<file path="src/rtl/aes_pkg.sv">
// Shared AES definitions: block type, round count and the CTR scheduler state encoding.
package aes_pkg;

   typedef logic [127:0] block_t;

   localparam int unsigned AES256_ROUNDS = 14;

   typedef enum logic [2:0] {
      ST_IDLE  = 3'd0,
      ST_ARMED = 3'd1,
      ST_ISSUE = 3'd2,
      ST_WAIT  = 3'd3,
      ST_EMIT  = 3'd4
   } ctr_sched_state_e;

endpackage

</file>
<file path="src/rtl/aes_ctr_sched_if.sv">
// Data-side valid/ready streams of the CTR scheduler: din into the scheduler, dout out of it.
interface aes_ctr_sched_if;
   import aes_pkg::*;

   logic   din_valid;
   logic   din_ready;
   block_t din;
   logic   dout_valid;
   logic   dout_ready;
   block_t dout;

   modport slave (
      input  din_valid, din, dout_ready,
      output din_ready, dout_valid, dout
   );

   modport master (
      output din_valid, din, dout_ready,
      input  din_ready, dout_valid, dout
   );

endinterface

</file>
<file path="src/rtl/aes_ctr_inc.sv">
// Increments the low counter field; carry_o flags the all-ones to zero wrap.
module aes_ctr_inc #(
   parameter int unsigned CTR_W = 32
) (
   input  logic [CTR_W-1:0] ctr_i,
   output logic [CTR_W-1:0] ctr_o,
   output logic             carry_o
);

   always_comb begin
      {carry_o, ctr_o} = {1'b0, ctr_i} + {{CTR_W{1'b0}}, 1'b1};
   end

endmodule

</file>
<file path="src/rtl/aes_ctr_sched.sv">
// AES-256 CTR sequencer: owns the counter block, drives the block core, XORs keystream
// with input data and holds the result in a one-entry output buffer.
module aes_ctr_sched
   import aes_pkg::*;
#(
   parameter int unsigned CTR_W    = 32,
   parameter int unsigned WDOG_CYC = 64
) (
   input  logic            clk,
   input  logic            rst,
   input  logic            key_ready,
   input  logic            iv_load,
   input  block_t          iv,
   aes_ctr_sched_if.slave  bus,
   output logic            core_start,
   output block_t          core_block,
   input  logic            core_done,
   input  block_t          core_ks,
   output logic            busy,
   output logic            ctr_wrap,
   output logic            err_tmo
);

   localparam int unsigned WDOG_W = $clog2(WDOG_CYC);

   ctr_sched_state_e  state_q, state_d;
   block_t            ctr_q, ctr_d;
   block_t            data_q, data_d;
   block_t            ks_q, ks_d;
   block_t            out_q, out_d;
   logic              out_vld_q, out_vld_d;
   logic [WDOG_W-1:0] wdog_q, wdog_d;
   logic              wrap_q, wrap_d;
   logic              tmo_q, tmo_d;
   logic [CTR_W-1:0]  ctr_lo_inc;
   logic              ctr_carry;
   logic              out_full;

   aes_ctr_inc #(.CTR_W(CTR_W)) u_inc (
      .ctr_i   (ctr_q[CTR_W-1:0]),
      .ctr_o   (ctr_lo_inc),
      .carry_o (ctr_carry)
   );

   always_ff @(posedge clk) begin
      if (rst) begin
         state_q   <= ST_IDLE;
         ctr_q     <= '0;
         data_q    <= '0;
         ks_q      <= '0;
         out_q     <= '0;
         out_vld_q <= 1'b0;
         wdog_q    <= '0;
         wrap_q    <= 1'b0;
         tmo_q     <= 1'b0;
      end else begin
         state_q   <= state_d;
         ctr_q     <= ctr_d;
         data_q    <= data_d;
         ks_q      <= ks_d;
         out_q     <= out_d;
         out_vld_q <= out_vld_d;
         wdog_q    <= wdog_d;
         wrap_q    <= wrap_d;
         tmo_q     <= tmo_d;
      end
   end

   always_comb begin
      state_d       = state_q;
      ctr_d         = ctr_q;
      data_d        = data_q;
      ks_d          = ks_q;
      out_d         = out_q;
      out_vld_d     = out_vld_q;
      wdog_d        = wdog_q;
      wrap_d        = wrap_q;
      tmo_d         = tmo_q;
      core_start    = 1'b0;
      bus.din_ready = 1'b0;
      out_full      = out_vld_q & ~bus.dout_ready;

      // A block leaving this cycle frees the buffer, so EMIT never overwrites live data.
      if (bus.dout_ready) out_vld_d = 1'b0;

      unique case (state_q)
         ST_IDLE: begin
            if (iv_load) begin
               ctr_d   = iv;
               state_d = ST_ARMED;
            end
         end
         ST_ARMED: begin
            bus.din_ready = key_ready & ~out_full;
            if (bus.din_valid && bus.din_ready) begin
               data_d  = bus.din;
               state_d = ST_ISSUE;
            end
         end
         ST_ISSUE: begin
            core_start = 1'b1;
            wdog_d     = '0;
            state_d    = ST_WAIT;
         end
         ST_WAIT: begin
            wdog_d = wdog_q + WDOG_W'(1);
            if (core_done) begin
               ks_d    = core_ks;
               state_d = ST_EMIT;
            end else if (wdog_q == WDOG_W'(WDOG_CYC - 1)) begin
               tmo_d   = 1'b1;
               state_d = ST_IDLE;
            end
         end
         ST_EMIT: begin
            out_d              = data_q ^ ks_q;
            out_vld_d          = 1'b1;
            ctr_d[CTR_W-1:0]   = ctr_lo_inc;
            if (ctr_carry) wrap_d = 1'b1;
            state_d            = ST_ARMED;
         end
         default: state_d = ST_IDLE;
      endcase
   end

   assign core_block     = ctr_q;
   assign bus.dout_valid = out_vld_q;
   assign bus.dout       = out_q;
   assign busy           = (state_q != ST_IDLE);
   assign ctr_wrap       = wrap_q;
   assign err_tmo        = tmo_q;

endmodule

</file>
<file path="src/flat_wrapper.sv">
// flat-port wrapper written by rule: the top's interface ports become plain ports
module aes_ctr_sched_flat import aes_pkg::*;
#(
   parameter int unsigned CTR_W    = 32,
   parameter int unsigned WDOG_CYC = 64
)
  (clk, rst, key_ready, iv_load, iv, core_start, core_block, core_done, core_ks, busy, ctr_wrap, err_tmo, bus_din_valid, bus_din, bus_dout_ready, bus_din_ready, bus_dout_valid, bus_dout);
  aes_ctr_sched_if bus_i ();
  input  logic clk;
  input  logic rst;
  input  logic key_ready;
  input  logic iv_load;
  input  block_t iv;
  output logic core_start;
  output block_t core_block;
  input  logic core_done;
  input  block_t core_ks;
  output logic busy;
  output logic ctr_wrap;
  output logic err_tmo;
  input wire logic [$bits(bus_i.din_valid)-1:0] bus_din_valid;
  input wire logic [$bits(bus_i.din)-1:0] bus_din;
  input wire logic [$bits(bus_i.dout_ready)-1:0] bus_dout_ready;
  output wire logic [$bits(bus_i.din_ready)-1:0] bus_din_ready;
  output wire logic [$bits(bus_i.dout_valid)-1:0] bus_dout_valid;
  output wire logic [$bits(bus_i.dout)-1:0] bus_dout;
  assign bus_i.din_valid = bus_din_valid;
  assign bus_i.din = bus_din;
  assign bus_i.dout_ready = bus_dout_ready;
  assign bus_din_ready = bus_i.din_ready;
  assign bus_dout_valid = bus_i.dout_valid;
  assign bus_dout = bus_i.dout;
  aes_ctr_sched #(.CTR_W(CTR_W), .WDOG_CYC(WDOG_CYC)) u_core (.clk(clk), .rst(rst), .key_ready(key_ready), .iv_load(iv_load), .iv(iv), .bus(bus_i), .core_start(core_start), .core_block(core_block), .core_done(core_done), .core_ks(core_ks), .busy(busy), .ctr_wrap(ctr_wrap), .err_tmo(err_tmo));
endmodule
</file>
<file path="config.mk">
export PLATFORM = sky130hd
export DESIGN_NAME = aes_ctr_sched_flat
export DESIGN_NICKNAME = d
export VERILOG_FILES = /design/src/rtl/aes_pkg.sv /design/src/rtl/aes_ctr_sched_if.sv /design/src/rtl/aes_ctr_inc.sv /design/src/rtl/aes_ctr_sched.sv /design/src/flat_wrapper.sv
export SDC_FILE = /design/constraint.sdc
export NUM_CORES = 1
export LEC_CHECK = 0
export ABC_AREA = 1
export CORE_UTILIZATION = 30
export DETAILED_ROUTE_END_ITERATION = 16
export PLACE_DENSITY = 0.61
export SYNTH_ARGS = -nofsm -noshare
export SYNTH_HDL_FRONTEND = slang
export SYNTH_SLANG_ARGS = --single-unit
</file>
<file path="constraint.sdc">
create_clock -name clk -period 1.96 [get_ports clk]
set_input_delay 0.392 -clock clk [delete_from_list [all_inputs] [get_ports clk]]
set_output_delay 0.392 -clock clk [all_outputs]
set_load 0.02 [all_outputs]
</file>
==> reports/metrics.csv <==
metric,value,unit
status,finished clean,
timing_hold_violations_final,0,
critPathBufInv,3,
antenna_found_initial,16,
row_count,94,
grt_pass1_vias,18500,
timing.fmax,0.519,GHz
reg2reg_to,u_core.core_block[9],
min_path_cells,2,
synth.top_cell.area_share,51.7,%
synth-edff-count,0,
synthDistinctLibCells,33,
clock_path_buffers,3,
area_growth,46.6,%
cts_inserted_buffers,57,
seq_area_frac_synth,51.7,%
synth-warning-count,0,
via_count,19600,
cts_tree,built,
min-delay-start,rst,
die_h,262,um
synth_ff_type,dfxtp_1,
htree_levels,2,
final_util,44.8,%
synth-seq-cells,524,
overflow,0,
grt_start_max_net_pins,102,
post-route-drc-count,0,
drtAntennaViolNets,0,
setup_viol,0,
power.density,872,mW/mm^2
drv_cap,0,
holdBufCountCts,0,
drv_slew,0,
synth.most_common_cell,dfxtp_1,
die_x,262,um
synth_top_area_cell,dfxtp_1,
crit_chain,inv_4 > nor3_4 > inv_2 > nor2_4 > buf_6,
fillers,6716,
async_flop_share,0,%
min_period,1.93,ns
critical_path.max_fanout,3,
core_area,0.0663,mm^2
fin_crit_sh,98.3,%
clk_pin_slew,0.06,ns
syn_avg_cell_area,7.77,um^2
hold_path.class,in2reg,
multi_input_area,0.00876,mm^2
routed_wl,74.1,mm
rr_worst_depth,10,
drt-initial-drc-count,1216,
start_util,30.6,%
crit_family,flip-flops,
rsz0062_at_grt,yes,
port_buffers,652,
grt_pass1_wl,108,mm
reg2reg_from,u_core.state_q[0],
final.setup.tns,0,ns
ys_top_cells_by_area,"dfxtp_1 52%, nand2_1 9.4%, a21oi_1 9.2%",
crit_type,reg2out,
via_per_inst,4.75,
min_to,u_core.ks_q[29],
clk_latency,0.62,ns
yosys-top-cells-count,"524 x dfxtp_1, 510 x nand2_1, 373 x a21oi_1",
leakagePower,0.0122,uW
cts_sinks,524,
critPathCaptureType,output port,
dp_hpwl,52.3,mm
grt_usage,20.4,%
dieArea,0.0686,mm^2
route.detailed.wl_per_inst,18.0,um
arrival,1.53,ns
dr.pass1.iters,7,
globalplace.congestion,0.881,
clock-skew-final,0.0281,ns
critical_path_depth,5,
fin_nets,3597,
io_pins,653,
synth_nets,3001,
drive_gt1_share,5.88,%
crit_required,1.57,ns
netlist_area,0.0203,mm^2
cpPeakStageDelay,0.38,ns
register_area,0.0105,mm^2
slew_headroom,64.5,%
syn_inst,2608,
cts_root_buf,clkbuf_16,
worst_pin_slew,0.532,ns
critPathSlowestCell,dfxtp_4,
irDropWorstVdd,0.772,mV
rrSetupSlack,0.21,ns
cp-start-kind,register,
power by group:
group          internal [uW]  switching (uW)  leakage [uW]
registers              11200             368       0.00425
logic                   1690            1890       0.00698
clock network           6330            4510      0.000936
flip-flops by register name (all words and copies together), names as in the netlist:
name	flops
u_core.bus.dout	128
u_core.bus.dout_valid	1
u_core.core_block	128
u_core.ctr_wrap	1
u_core.data_q	128
u_core.err_tmo	1
u_core.ks_q	128
u_core.state_q	3
u_core.wdog_q	6
stage by stage:
step | power, uW | instance area [um^2] | setup slack [ns] | hold slack (ns) | cells
CTS | 26300 | 29700 | -0.0348 | 0.0748 | 4111
finish | 25900 | 29700 | 0.0336 | 0.100 | 4121
detailed placement | 15500 | 28000 | -0.270 | 0.440 | 4005
global placement | 15500 | 28000 | -0.262 | 0.436 | 4005
floorplan | 13400 | 20300 | 0.328 | 0.437 | 2608
global route | 27000 | 29700 | -0.0497 | 0.0998 | 4118
repair_timing:
action | CTS | global route
endpoints found under the setup margin | 251 | 12
resized for setup | 264 | 14
setup buffers | 2 | 2
endpoints found under the hold margin | 0 | 0
pin swaps | 0 | 1
placed cells by master (no fill, tap or decap), drive strengths merged, types with 4 or more instances in the layout:
cell type      synthesis  layout
dlymetal6s2s           0      11
nand3b                 5       5
a31oi                  6       6
nor2                 334     334
buf                   84      73
dfxtp                524     524
diode                  0       8
dlygate4sd2            0     248
clkbuf               101      92
nand3                182     182
nand2                511     511
clkdlybuf4s50          0     388
inv                   66      67
o211ai                 4       4
o21ai                267     267
nand4                  6       6
nor3                   5       5
a21oi                373     373
clkinv                 1      10
xnor2                128     128
area by class of cell:
type | count | area share (%)
diodes | 8 | 0.0673
clock buffers | 91 | 5.83
clock inverters | 13 | 0.615
inverters | 67 | 0.897
multi-input cells | 1832 | 29.5
flip-flops and latches | 524 | 35.3
well taps | 864 | 3.64
repair buffers | 722 | 24.2
layer usage:
metal | track usage (%) | share of wire (%)
met5 | 0 | 0.14
met4 | 7.29 | 3.0
met3 | 6.09 | 8.3
met2 | 34.7 | 48
met1 | 24.2 | 40
cell families after synthesis:
kind of cell,after synthesis,share of synthesized area (%)
AO/OA/AOI/OAI,656,16.4
buffers and inverters,252,5.27
adder cells (fa/ha/maj),2,0.123
XOR/XNOR,128,5.53
AND/OR/NAND/NOR,1046,21.0
flip-flops,524,51.7
worst max path at each step:
stage | startpoint | end | slack [ns]
after floorplan | u_core.core_block[1] | u_core.core_block[28] | 0.33
after global placement | bus_dout_ready | u_core.data_q[123] | -0.26
after detailed placement | bus_dout_ready | u_core.data_q[102] | -0.27
after CTS | u_core.state_q[0] | bus_din_ready | -0.03
after global routing | u_core.state_q[0] | bus_din_ready | -0.05
final | u_core.state_q[0] | bus_din_ready | 0.03
Power figures use the tool's default switching activity.
